$ cat config.mk
export PLATFORM = sky130hd
export DESIGN_NAME = mem_bus_arbiter_flat
export DESIGN_NICKNAME = d
export VERILOG_FILES = /design/src/rtl/mem_bus_arbiter_if.sv /design/src/rtl/mem_bus_arbiter.sv /design/src/flat_wrapper.sv
export SDC_FILE = /design/constraint.sdc
export NUM_CORES = 1
export LEC_CHECK = 0
export ABC_AREA = 0
export CORE_MARGIN = 4
export CORE_UTILIZATION = 44
export DETAILED_ROUTE_END_ITERATION = 10
export PLACE_DENSITY_LB_ADDON = 0.05
export SYNTH_ARGS = -nofsm -noshare
export SYNTH_HDL_FRONTEND = slang
export SYNTH_SLANG_ARGS = --single-unit
$ cat constraint.sdc
create_clock -name clk -period 3.7 [get_ports clk]
set_input_delay 0.555 -clock clk [delete_from_list [all_inputs] [get_ports clk]]
set_output_delay 0.555 -clock clk [all_outputs]
set_load 0.02 [all_outputs]
$ cat src/rtl/mem_bus_arbiter_if.sv
// Bus bundle between the CPU ports, base-RAM SRAM controller and UART for mem_bus_arbiter.
// The slave modport is the arbiter's view; master is the environment (CPU and targets).
interface mem_bus_arbiter_if;
  logic        if_req;
  logic [31:0] if_addr;
  logic [31:0] if_rdata;
  logic        if_ack;

  logic        d_req;
  logic        d_we;
  logic [31:0] d_addr;
  logic [31:0] d_wdata;
  logic [3:0]  d_be;
  logic [31:0] d_rdata;
  logic        d_ack;

  logic        bus_err;

  logic        sram_read_op;
  logic        sram_write_op;
  logic [19:0] sram_addr;
  logic [31:0] sram_data_write;
  logic [3:0]  sram_byte_mask;
  logic [31:0] sram_data_read;

  logic        uart_read_op;
  logic        uart_write_op;
  logic [7:0]  uart_data_write;
  logic [7:0]  uart_data_read;
  logic [1:0]  uart_mode;

  modport slave (
    input  if_req, if_addr, d_req, d_we, d_addr, d_wdata, d_be,
    input  sram_data_read, uart_data_read, uart_mode,
    output if_rdata, if_ack, d_rdata, d_ack, bus_err,
    output sram_read_op, sram_write_op, sram_addr, sram_data_write, sram_byte_mask,
    output uart_read_op, uart_write_op, uart_data_write
  );

  modport master (
    output if_req, if_addr, d_req, d_we, d_addr, d_wdata, d_be,
    output sram_data_read, uart_data_read, uart_mode,
    input  if_rdata, if_ack, d_rdata, d_ack, bus_err,
    input  sram_read_op, sram_write_op, sram_addr, sram_data_write, sram_byte_mask,
    input  uart_read_op, uart_write_op, uart_data_write
  );
endinterface

$ cat src/rtl/mem_bus_arbiter.sv
// Fetch/data arbiter onto base-RAM SRAM and the UART sharing its low data byte; all outputs
// registered. Define MEM_ARB_ROUND_ROBIN_EN for round-robin tie-breaking instead of data priority.
module mem_bus_arbiter #(
  parameter int unsigned SRAM_CYCLES = 2,
  parameter int unsigned UART_CYCLES = 4
) (
  input logic              clk,
  input logic              rst,
  mem_bus_arbiter_if.slave bus
);

  localparam int unsigned MaxCycles = (SRAM_CYCLES > UART_CYCLES) ? SRAM_CYCLES : UART_CYCLES;
  localparam int unsigned CntW      = $clog2(MaxCycles + 1);
  localparam logic [31:0] UartData  = 32'hBFD0_03F8;
  localparam logic [31:0] UartStat  = 32'hBFD0_03FC;

  typedef enum logic [2:0] {StIdle, StSram, StUart, StQuick, StTurn} state_e;

  state_e          state_q, state_d;
  logic [CntW-1:0] cnt_q, cnt_d;
  logic            sel_data_q, sel_data_d;
  logic            quick_err_q, quick_err_d;

  logic [31:0] if_rdata_q, if_rdata_d, d_rdata_q, d_rdata_d;
  logic        if_ack_q, if_ack_d, d_ack_q, d_ack_d, bus_err_q, bus_err_d;
  logic        sram_rd_q, sram_rd_d, sram_wr_q, sram_wr_d;
  logic [19:0] sram_addr_q, sram_addr_d;
  logic [31:0] sram_wdata_q, sram_wdata_d;
  logic [3:0]  sram_be_q, sram_be_d;
  logic        uart_rd_q, uart_rd_d, uart_wr_q, uart_wr_d;
  logic [7:0]  uart_wdata_q, uart_wdata_d;

  logic        pick_data, grant, req_we, hit_sram, hit_udata, hit_ustat;
  logic [31:0] req_addr;
  logic        done;
  logic [31:0] rdata_new;

  // Priority is decided on raw requests; a port acked this cycle blocks rather than yields.
`ifdef MEM_ARB_ROUND_ROBIN_EN
  logic last_data_q, last_data_d;
  assign pick_data = bus.d_req & (~bus.if_req | ~last_data_q);
`else
  assign pick_data = bus.d_req;
`endif
  assign grant     = pick_data ? (bus.d_req & ~d_ack_q) : (bus.if_req & ~if_ack_q);
  assign req_addr  = pick_data ? bus.d_addr : bus.if_addr;
  assign req_we    = pick_data & bus.d_we;
  assign hit_sram  = (req_addr[31:22] == 10'h200);
  assign hit_udata = pick_data & (req_addr == UartData);
  assign hit_ustat = pick_data & (req_addr == UartStat);

  always_ff @(posedge clk) begin
    if (rst) begin
      state_q      <= StIdle;
      cnt_q        <= '0;
      sel_data_q   <= 1'b0;
      quick_err_q  <= 1'b0;
      if_rdata_q   <= '0;
      d_rdata_q    <= '0;
      if_ack_q     <= 1'b0;
      d_ack_q      <= 1'b0;
      bus_err_q    <= 1'b0;
      sram_rd_q    <= 1'b0;
      sram_wr_q    <= 1'b0;
      sram_addr_q  <= '0;
      sram_wdata_q <= '0;
      sram_be_q    <= '0;
      uart_rd_q    <= 1'b0;
      uart_wr_q    <= 1'b0;
      uart_wdata_q <= '0;
`ifdef MEM_ARB_ROUND_ROBIN_EN
      last_data_q  <= 1'b0;
`endif
    end else begin
      state_q      <= state_d;
      cnt_q        <= cnt_d;
      sel_data_q   <= sel_data_d;
      quick_err_q  <= quick_err_d;
      if_rdata_q   <= if_rdata_d;
      d_rdata_q    <= d_rdata_d;
      if_ack_q     <= if_ack_d;
      d_ack_q      <= d_ack_d;
      bus_err_q    <= bus_err_d;
      sram_rd_q    <= sram_rd_d;
      sram_wr_q    <= sram_wr_d;
      sram_addr_q  <= sram_addr_d;
      sram_wdata_q <= sram_wdata_d;
      sram_be_q    <= sram_be_d;
      uart_rd_q    <= uart_rd_d;
      uart_wr_q    <= uart_wr_d;
      uart_wdata_q <= uart_wdata_d;
`ifdef MEM_ARB_ROUND_ROBIN_EN
      last_data_q  <= last_data_d;
`endif
    end
  end

  always_comb begin
    state_d     = state_q;
    cnt_d       = cnt_q;
    sel_data_d  = sel_data_q;
    quick_err_d = quick_err_q;
`ifdef MEM_ARB_ROUND_ROBIN_EN
    last_data_d = last_data_q;
`endif
    unique case (state_q)
      StIdle: begin
        if (grant) begin
          sel_data_d  = pick_data;
          quick_err_d = 1'b0;
`ifdef MEM_ARB_ROUND_ROBIN_EN
          last_data_d = pick_data;
`endif
          if (hit_sram) begin
            state_d = StSram;
            cnt_d   = CntW'(SRAM_CYCLES - 1);
          end else if (hit_udata) begin
            // One extra count keeps the ack cycle inside StUart, ahead of the turnaround.
            state_d = StUart;
            cnt_d   = CntW'(UART_CYCLES);
          end else begin
            state_d     = StQuick;
            quick_err_d = ~hit_ustat;
          end
        end
      end
      StSram: begin
        if (cnt_q == '0) state_d = StIdle;
        else             cnt_d   = cnt_q - CntW'(1);
      end
      StUart: begin
        if (cnt_q == '0) state_d = StTurn;
        else             cnt_d   = cnt_q - CntW'(1);
      end
      StQuick: state_d = StIdle;
      StTurn:  state_d = StIdle;
      default: state_d = StIdle;
    endcase
  end

  always_comb begin
    if_rdata_d   = if_rdata_q;
    d_rdata_d    = d_rdata_q;
    if_ack_d     = 1'b0;
    d_ack_d      = 1'b0;
    bus_err_d    = 1'b0;
    sram_rd_d    = sram_rd_q;
    sram_wr_d    = sram_wr_q;
    sram_addr_d  = sram_addr_q;
    sram_wdata_d = sram_wdata_q;
    sram_be_d    = sram_be_q;
    uart_rd_d    = uart_rd_q;
    uart_wr_d    = uart_wr_q;
    uart_wdata_d = uart_wdata_q;
    done         = 1'b0;
    rdata_new    = '0;
    unique case (state_q)
      StIdle: begin
        if (grant && hit_sram) begin
          sram_rd_d    = ~req_we;
          sram_wr_d    = req_we;
          sram_addr_d  = req_addr[21:2];
          sram_wdata_d = pick_data ? bus.d_wdata : '0;
          sram_be_d    = pick_data ? bus.d_be : 4'hF;
        end else if (grant && hit_udata) begin
          uart_rd_d    = ~req_we;
          uart_wr_d    = req_we;
          uart_wdata_d = bus.d_wdata[7:0];
        end
      end
      StSram: begin
        if (cnt_q == '0) begin
          sram_rd_d = 1'b0;
          sram_wr_d = 1'b0;
          done      = 1'b1;
          rdata_new = bus.sram_data_read;
        end
      end
      StUart: begin
        if (cnt_q == CntW'(1)) begin
          uart_rd_d = 1'b0;
          uart_wr_d = 1'b0;
          done      = 1'b1;
          rdata_new = {24'b0, bus.uart_data_read};
        end
      end
      StQuick: begin
        done      = 1'b1;
        bus_err_d = quick_err_q;
        rdata_new = quick_err_q ? 32'b0 : {30'b0, bus.uart_mode};
      end
      default: ;
    endcase
    if (done) begin
      if (sel_data_q) begin
        d_ack_d   = 1'b1;
        d_rdata_d = rdata_new;
      end else begin
        if_ack_d   = 1'b1;
        if_rdata_d = rdata_new;
      end
    end
  end

  assign bus.if_rdata        = if_rdata_q;
  assign bus.if_ack          = if_ack_q;
  assign bus.d_rdata         = d_rdata_q;
  assign bus.d_ack           = d_ack_q;
  assign bus.bus_err         = bus_err_q;
  assign bus.sram_read_op    = sram_rd_q;
  assign bus.sram_write_op   = sram_wr_q;
  assign bus.sram_addr       = sram_addr_q;
  assign bus.sram_data_write = sram_wdata_q;
  assign bus.sram_byte_mask  = sram_be_q;
  assign bus.uart_read_op    = uart_rd_q;
  assign bus.uart_write_op   = uart_wr_q;
  assign bus.uart_data_write = uart_wdata_q;

endmodule

$ cat src/flat_wrapper.sv
// flat-port wrapper written by rule: the top's interface ports become plain ports
module mem_bus_arbiter_flat 
#(
  parameter int unsigned SRAM_CYCLES = 2,
  parameter int unsigned UART_CYCLES = 4
)
  (clk, rst, bus_if_req, bus_if_addr, bus_d_req, bus_d_we, bus_d_addr, bus_d_wdata, bus_d_be, bus_sram_data_read, bus_uart_data_read, bus_uart_mode, bus_if_rdata, bus_if_ack, bus_d_rdata, bus_d_ack, bus_bus_err, bus_sram_read_op, bus_sram_write_op, bus_sram_addr, bus_sram_data_write, bus_sram_byte_mask, bus_uart_read_op, bus_uart_write_op, bus_uart_data_write);
  mem_bus_arbiter_if bus_i ();
  input logic clk;
  input logic rst;
  input wire logic [$bits(bus_i.if_req)-1:0] bus_if_req;
  input wire logic [$bits(bus_i.if_addr)-1:0] bus_if_addr;
  input wire logic [$bits(bus_i.d_req)-1:0] bus_d_req;
  input wire logic [$bits(bus_i.d_we)-1:0] bus_d_we;
  input wire logic [$bits(bus_i.d_addr)-1:0] bus_d_addr;
  input wire logic [$bits(bus_i.d_wdata)-1:0] bus_d_wdata;
  input wire logic [$bits(bus_i.d_be)-1:0] bus_d_be;
  input wire logic [$bits(bus_i.sram_data_read)-1:0] bus_sram_data_read;
  input wire logic [$bits(bus_i.uart_data_read)-1:0] bus_uart_data_read;
  input wire logic [$bits(bus_i.uart_mode)-1:0] bus_uart_mode;
  output wire logic [$bits(bus_i.if_rdata)-1:0] bus_if_rdata;
  output wire logic [$bits(bus_i.if_ack)-1:0] bus_if_ack;
  output wire logic [$bits(bus_i.d_rdata)-1:0] bus_d_rdata;
  output wire logic [$bits(bus_i.d_ack)-1:0] bus_d_ack;
  output wire logic [$bits(bus_i.bus_err)-1:0] bus_bus_err;
  output wire logic [$bits(bus_i.sram_read_op)-1:0] bus_sram_read_op;
  output wire logic [$bits(bus_i.sram_write_op)-1:0] bus_sram_write_op;
  output wire logic [$bits(bus_i.sram_addr)-1:0] bus_sram_addr;
  output wire logic [$bits(bus_i.sram_data_write)-1:0] bus_sram_data_write;
  output wire logic [$bits(bus_i.sram_byte_mask)-1:0] bus_sram_byte_mask;
  output wire logic [$bits(bus_i.uart_read_op)-1:0] bus_uart_read_op;
  output wire logic [$bits(bus_i.uart_write_op)-1:0] bus_uart_write_op;
  output wire logic [$bits(bus_i.uart_data_write)-1:0] bus_uart_data_write;
  assign bus_i.if_req = bus_if_req;
  assign bus_i.if_addr = bus_if_addr;
  assign bus_i.d_req = bus_d_req;
  assign bus_i.d_we = bus_d_we;
  assign bus_i.d_addr = bus_d_addr;
  assign bus_i.d_wdata = bus_d_wdata;
  assign bus_i.d_be = bus_d_be;
  assign bus_i.sram_data_read = bus_sram_data_read;
  assign bus_i.uart_data_read = bus_uart_data_read;
  assign bus_i.uart_mode = bus_uart_mode;
  assign bus_if_rdata = bus_i.if_rdata;
  assign bus_if_ack = bus_i.if_ack;
  assign bus_d_rdata = bus_i.d_rdata;
  assign bus_d_ack = bus_i.d_ack;
  assign bus_bus_err = bus_i.bus_err;
  assign bus_sram_read_op = bus_i.sram_read_op;
  assign bus_sram_write_op = bus_i.sram_write_op;
  assign bus_sram_addr = bus_i.sram_addr;
  assign bus_sram_data_write = bus_i.sram_data_write;
  assign bus_sram_byte_mask = bus_i.sram_byte_mask;
  assign bus_uart_read_op = bus_i.uart_read_op;
  assign bus_uart_write_op = bus_i.uart_write_op;
  assign bus_uart_data_write = bus_i.uart_data_write;
  mem_bus_arbiter #(.SRAM_CYCLES(SRAM_CYCLES), .UART_CYCLES(UART_CYCLES)) u_core (.clk(clk), .rst(rst), .bus(bus_i));
endmodule
* Word level (Yosys, flattened, before mapping)
Index checks and enable logic that the tools add are counted.
Operators by class: equality and inequality tests 16, add/subtract/negate cells 1, reductions and logical operators 19, muxes and demuxes 38, bitwise operators 13
Operator list (number):
- 32-bit two-way mux | 3
- 32-bit one-hot mux with 3 select lines | 1
- 32-bit == test (second input constant) | 2
- 3-bit two-way mux | 8
- 1-bit two-way mux | 16
- 2-bit by 1-bit inequality test with 1-bit output (second input constant) | 6
- 10-bit == test (second input constant) | 1
- 3-bit one-hot mux with 3 select lines | 1
- 3-bit AND reduction | 3
- 8-bit two-way mux | 1
- 1-bit inverter | 8
- 1-bit one-hot mux with 2 select lines | 4
- 2-bit AND reduction | 4
- 4-bit AND reduction | 2
- 3-bit by 1-bit == test with 1-bit output (second input constant) | 2
- 3-bit by 2-bit == test with 1-bit output (second input constant) | 2
- 3-bit logical NOT | 2
- 3-bit one-hot mux with 2 select lines | 1
- 2-bit nonzero test | 3
- 2-bit OR reduction | 3
- 1-bit bitwise AND | 5
- 4-bit two-way mux | 1
- 2-bit inequality test (second input constant) | 2
- 3-bit by 1-bit inequality test with 1-bit output (second input constant) | 1
- 4 further kinds | 5
Word-level totals: output and inout bits 135, word-level logic and storage cells 104, input port bits 147, register bits 143

* Depth between registers and ports, before layout
Gate-level depths: netlist (run 1).
depth after elaboration 7, mapped depth 9, mapped depth without buffers 8

* Least setup slack after synthesis (run 1)
Ideal clock, no wire load.
kind input -> register, start point input port bus_d_req, end point register u_core.uart_wr_q, in the netlist u_core.bus.uart_write_op, data required time 3.577 ns, path slack 1.286 ns, buffers on the path 1, data arrival time 2.290 ns, stages 7, cell sequence buf_6 > nor4_2 > nand4_1 > a222oi_1 > nand2_1 > a221oi_2 > mux2_1
On the way: word-level cells in the longest chain between the ends 6
RTL lines:
- from (decl) | line flat_wrapper.sv:13 | input wire logic [$bits(bus_i.d_req)-1:0] bus_d_req;
- 32-bit two-way mux | line mem_bus_arbiter.sv:46 | assign req_addr = pick_data ? bus.d_addr : bus.if_addr;
- 32-bit == test | line mem_bus_arbiter.sv:49 | assign hit_udata = pick_data & (req_addr == UartData);
- 1-bit bitwise AND | line mem_bus_arbiter.sv:49
- 1-bit logical AND | line mem_bus_arbiter.sv:165 | end else if (grant && hit_udata) begin
- 2-bit by 1-bit inequality test with 1-bit output (no line)
- 4-bit AND reduction (no line)
- to (signal assigned) | line mem_bus_arbiter.sv:90 | uart_wr_q <= uart_wr_d;
- to (decl) | line mem_bus_arbiter.sv:30 | logic uart_rd_q, uart_rd_d, uart_wr_q, uart_wr_d;
Parallel ways exist; a longest one is shown, timed or not. The select of a mux whose other input is x is not followed. A chain may end at the register's enable or synchronous reset.

* Worst setup path after layout (run 1)
start point register u_core.state_q[0], end point register u_core.if_rdata_q[3], in the netlist u_core.bus.if_rdata[3]
On the way: word-level cells in the longest chain between the ends 3
RTL lines:
- from (decl) | line mem_bus_arbiter.sv:19 | state_e state_q, state_d;
- from (signal assigned) | line mem_bus_arbiter.sv:54 | state_q <= StIdle;
- from (signal assigned) | line mem_bus_arbiter.sv:75 | state_q <= state_d;
- 3-bit by 2-bit == test with 1-bit output or 3-bit by 1-bit == test with 1-bit output (tied branches) | line mem_bus_arbiter.sv:157 | unique case (state_q)
- 1-bit one-hot mux with 3 select lines | line mem_bus_arbiter.sv:157
- 2-bit AND reduction (no line)
- to (signal assigned) | line mem_bus_arbiter.sv:79 | if_rdata_q <= if_rdata_d;
- to (decl) | line mem_bus_arbiter.sv:24 | logic [31:0] if_rdata_q, if_rdata_d, d_rdata_q, d_rdata_d;
Parallel ways exist; a longest one is shown, timed or not.

==> results of run 1 <==
## Yosys cell counts, drive strengths merged, types with 2 or more instances
library cell and instances:
nand3 56, and2 2, a211oi 32, nand2b 4
nand4 5, or4 4, a21o 2, a221oi 2
a22oi 42, nor3 10, nor2b 4, nor4b 2
nor2 99, xnor2 2, and4b 2, o21a 3
inv 9, dfxtp 143, nor4 2, clkbuf 39
mux2i 29, ha 3, nor3b 5, a21oi 52
nand2 62, nand3b 3, and3 5, a311oi 5
a31oi 2, buf 13, o21ai 4
## power groups by stage
stage,Combinational (mW),Clock (mW),Sequential [mW]
floorplan,0.257,0,1.70
detailed placement,0.615,0,1.67
CTS,0.619,1.56,1.64
global route,0.663,1.64,1.64
global placement,0.604,0,1.67
finish,0.619,1.54,1.64
## cell type report
type,count,area share (%)
repair buffers,288,31.3
multi-input cells,454,28.9
inverters,9,0.369
clock buffers,18,4.79
flip-flops and latches,143,31.3
well taps,172,2.35
clock inverters,14,1.02
## kinds of logic (layout without fill, tap and decap cells)
| group | after synthesis | in the layout |
|---|---|---|
| and+or+nand+nor | 269 | 269 |
| AOI/OAI and AO/OA | 150 | 150 |
| DFF | 143 | 143 |
| buffers and inverters | 61 | 329 |
| muxes | 30 | 30 |
| adders and majority gates | 3 | 3 |
| xor gates and xnor gates | 2 | 2 |
## flip-flops by register name, indices dropped and copies added (netlist names)
register / flops
u_core.bus.sram_byte_mask: 4
u_core.bus.if_rdata: 32
u_core.bus.uart_read_op: 1
u_core.cnt_q: 3
u_core.bus.sram_addr: 20
u_core.bus.uart_write_op: 1
u_core.quick_err_q: 1
u_core.bus.d_ack: 1
u_core.bus.uart_data_write: 8
u_core.bus.if_ack: 1
u_core.state_q: 3
u_core.bus.bus_err: 1
u_core.bus.sram_write_op: 1
u_core.bus.sram_read_op: 1
u_core.sel_data_q: 1
u_core.bus.d_rdata: 32
u_core.bus.sram_data_write: 32
## worst paths after layout
path / startpoint / end / slack (ns) / depth (start not counted)
max: u_core.state_q[0] / u_core.bus.if_rdata[3] / 1.07 / 5
min reg2reg: u_core.bus.d_rdata[12] / u_core.bus.d_rdata[12] / 0.45 / 2
min: u_core.bus.d_rdata[12] / u_core.bus.d_rdata[12] / 0.45 / 2
max reg2reg: u_core.state_q[0] / u_core.bus.if_rdata[3] / 1.07 / 5
## routing by layer
layer	vias to the layer above	part of all wire (%)	routed length [µm]
met5	-	0	0
met4	0	2.5	478
met3	33	8.7	1660
met2	220	49	9420
met1	2743	39	7480
li1	2855	-	-
## through the flow
step / hold slack, ns / setup WS, ns / utilization (%) / std cells / cell area, µm²
6_report: 0.453 / 1.07 / 72.3 / 1098 / 9160
5_1_grt: 0.471 / 0.795 / 72.3 / 1098 / 9160
4_1_cts: 0.454 / 1.06 / 72.3 / 1098 / 9160
3_5_place_dp: 0.448 / 0.687 / 68.1 / 1066 / 8630
3_3_place_gp: 0.442 / 0.729 / 68.1 / 1066 / 8630
2_1_floorplan: 0.451 / 1.29 / - / 658 / 5730
## worst max-delay path: cells and delay by family, from the launching register on
family           cells  cell delay [ns]
AND/OR/NAND/NOR      3             0.88
AO/OA/AOI/OAI        2             1.20
flip-flops           1             0.43
==> impl_metrics.ini, run 1 <==
[placement]
numPortBuffers = 279
dp.final_hpwl_um = 13700
gp_congestion = 0.811

[worst_setup_path]
crit_fanout = 38
crit_required_ns = 4.03
crit_arrival_ns = 2.95
crit_chain = nor3b_1 -> nand3_1 -> a31oi_4 -> nor2_1 -> a211oi_1
crit_path_start_kind = register
endpoint_kind = register
critical_path.slowest_cell = a31oi_4
crit_type = register to register
slowest_delay_ns = 0.93

[clocking]
cts_made_buffers = 17
cts_resized = 0
root_buffer = clkbuf_16
cts_max_level = 4
cts.sinks = 143
insertion_delay_ns = 0.42
postCtsHoldBufs = 0
path_clk_slew_ns = 0.06
cts_setup_buffers = 0
cts_tree = yes
cts.path.max_buffers = 2

[min_path]
hold_class = register to register

[synth]
synth_edf_count = 0
synth_top_family_by_area = simple AND/OR/NAND/NOR gates
syn_area_um2 = 5730
synth-simple-area-share_pct = 22.0
synthTopCellsByArea = dfxtp_1 (50%), nor2_1 (6.5%), a22oi_1 (5.5%)
synth_cell_type_count = 51
syn_area_per_cell_um2 = 8.71
yosys.area_share.adder_pct = 0.655
synthXorXnorAreaFrac_pct = 0.306
syn_inst = 658
yosys.area.top_type = dfxtp_1
synth_seq_area_share_pct = 49.9
synth_top_area_share_pct = 49.9
ys.flop_type = dfxtp_1
synth.ff_latch_count = 143
synth_mux_area_share_pct = 5.26
yosys_warnings = 0
synth-compound-area-share_pct = 17.6
syn_nets = 808
async_flop_share_pct = 0

[timing]
rsz0062_at_grt = no
hold_viol_final = 0
fin_tns_setup_ns = 0
finalCritPeriodShare_pct = 71.0
max_clock_freq_mhz = 381
setup_viol = 0
slew_violations = 0
slew_headroom_pct = 22.0
tightest_slew_ns = 1.17
skew_ns = 0.00681
period_minus_slack_ns = 2.63

[global_route]
met2_usage_pct = 44.1
grt_first_pass_wirelength_um = 29600
antenna_found_initial = 0
grt_max_degree = 107
grtUsageTotal_pct = 25.2
top_usage_layer = met2
met3_usage_pct = 8.91
met1_usage_pct = 28.0
grt_overflow_total = 0
grt_pass1_vias = 5930

[power]
clkPwrFrac_pct = 40.5
seq_power_share_pct = 43.1
fin_total_pwr_mw = 3.79
p_per_area_nw_per_um2 = 414
comb_power_share_pct = 16.3
p_sw_mw = 1.04
p_sw_share_pct = 27.3
vdd_drop_max_uv = 289
internal_power_mw = 2.76
leakagePower_nw = 3.22

[die]
die-area_um2 = 14900
core_area_um2 = 12700
fp.dieH_um = 122
chipWidth_um = 122
rows = 41
initial_utilization_pct = 45.2
pin_count = 282

[layout]
final_cell_mix = clkdlybuf4s50_1 (277), dfxtp_1 (143), nor2_1 (98)
fin_nets = 1063
antennaDiodeCount = 0
layout-drive-gt1-share_pct = 5.94
area_delta_synth_final_pct = 59.8
seq_area_um2 = 2860
n_fill_cell = 974
multi_input_area_um2 = 2650
layout_commonest_cell = clkdlybuf4s50_1

[drt]
drt-total-wl_um = 19000
remaining_drc_errors = 0
num_vias = 5851
firstDrtPassIters = 4
antenna_left = 0
viasPerCell = 5.33
drt_iter0_drc = 394
wire_per_inst_um = 17.3

[job]
maxCapViolations = 0

[outcome]
status = complete, no violations
Note: power is estimated with default switching activity, not from simulation.
==> run 2, diff against run 1 <==
Settings changed: CORE_UTILIZATION 44 to 41.
Clock period 3.7 ns to 2.6 ns, I/O delays scaled along.
==> run 2 against run 1 <==
Setup slack got worse by 0.83 ns. Utilization decreased by 2.1 points. Sequential share of layout area decreased by 0.93 points. Via count increased by 1.3%. Power increased by 48%. Die area increased by 6.8%. Highest routed layer unchanged.
==> impl_metrics.ini, run 2 (synthesized netlist as in run 1, its figures left out) <==
[drt]
route.met2.wl_um = 9550
top_layer = met4
num_vias = 5927
antenna_left = 0
wirelength_met1_um = 7510
wire_per_inst_um = 17.0
firstDrtPassIters = 7
viasPerCell = 5.26
drt_iter0_drc = 317
remaining_drc_errors = 0
drt-total-wl_um = 19100
wl_met3_um = 1660

[clocking]
postCtsHoldBufs = 0
cts_max_level = 4
cts_tree = yes
cts.path.max_buffers = 2
cts_made_buffers = 17
cts.sinks = 143
cts_resized = 0
insertion_delay_ns = 0.41
root_buffer = clkbuf_16
cts_setup_buffers = 0
path_clk_slew_ns = 0.06

[job]
maxCapViolations = 0

[timing]
setup_viol = 0
finalCritPeriodShare_pct = 90.4
slew_violations = 0
fin_tns_setup_ns = 0
hold_viol_final = 0
rsz0062_at_grt = no
tightest_slew_ns = 0.715
max_clock_freq_mhz = 425
slew_headroom_pct = 52.3
period_minus_slack_ns = 2.35
skew_ns = 0.00618
fin_hold_ws_ns = 0.456
fin_ws_ns = 0.248

[power]
p_per_area_nw_per_um2 = 596
fin_total_pwr_mw = 5.63
vdd_drop_max_uv = 377
leakagePower_nw = 3.39

[worst_setup_path]
rr_worst_depth = 7
crit_required_ns = 2.90
slowest_delay_ns = 0.45
critical_path.slowest_cell = clkdlybuf4s50_1
endpoint_kind = register
crit_fanout = 2
crit_chain = clkdlybuf4s50_1 -> nor4b_2 -> nand4_1 -> a222oi_1 -> buf_4 -> nand2_1 -> a221oi_2 -> mux2_1
crit_arrival_ns = 2.65
crit_path_start_kind = input pin
crit_type = input pin to register

[global_route]
grt_overflow_total = 0
antenna_found_initial = 0
grtUsageTotal_pct = 23.4
grt_max_degree = 69
grt_first_pass_wirelength_um = 30400
grt_pass1_vias = 6093

[placement]
dp_slack_ns = -0.178
numPortBuffers = 279
gp_congestion = 0.824
dp.cells = 1095
dp.final_hpwl_um = 14500
placed_area_um2 = 8860

[die]
chipWidth_um = 126
rows = 42
pin_count = 282
initial_utilization_pct = 42.6
core_area_um2 = 13500
die-area_um2 = 15900
fp.dieH_um = 126

[min_path]
whs_path_depth = 2
hold_class = register to register

[layout]
layout-drive-gt1-share_pct = 8.11
design_area_um2 = 9440
final_util_pct = 70.2
antennaDiodeCount = 0
n_fill_cell = 1070
fin_nets = 1088
layoutNonFillerInstCount = 1126
area_delta_synth_final_pct = 64.7
layout_commonest_cell = clkdlybuf4s50_1
final_cell_mix = clkdlybuf4s50_1 (277), dfxtp_1 (143), nor2_1 (98)

[outcome]
status = complete, no violations
run 2: layout make-up:
class                   instances  area (µm²)  area share [%]
well taps                     176         220            2.33
inverters                       9        33.8           0.358
clock inverters                 9         110            1.17
multi-input cells             454        2650            28.1
repair buffers                313        3090            32.7
flip-flops and latches        143        2860            30.3
clock buffers                  22         474            5.02
run 2: path summary, 6_finish.rpt:
path                               start                        to  slack, ns
hold / removal    u_core.bus.d_rdata[29]    u_core.bus.d_rdata[29]       0.46
setup / recovery          bus_d_addr[19]  u_core.bus.uart_write_op       0.25
setup reg to reg       u_core.state_q[0]    u_core.bus.d_rdata[10]       0.59
hold reg to reg   u_core.bus.d_rdata[29]    u_core.bus.d_rdata[29]       0.46
run 2: per-layer routing:
metal	track usage, %	up-vias
met2	41.2	227
met1	26.0	2768
met5	0	-
met4	7.26	0
li1	-	2901
met3	9.27	31
run 2: critical path, delay by kind of cell:
family                 cells  cell delay (ns)
AND/OR/NAND/NOR            3             0.59
multiplexers               1             0.35
AO/OA/AOI/OAI              2             0.71
buffers and inverters      2             0.62
run 2: where the power goes:
group          internal [mW]  total (mW)  leakage (nW)  switching, mW
logic                  0.463       0.945          1.96          0.482
clock network           1.48        2.37         0.278          0.889
registers               2.26        2.32          1.15         0.0507
total                   4.21        5.63          3.39           1.42
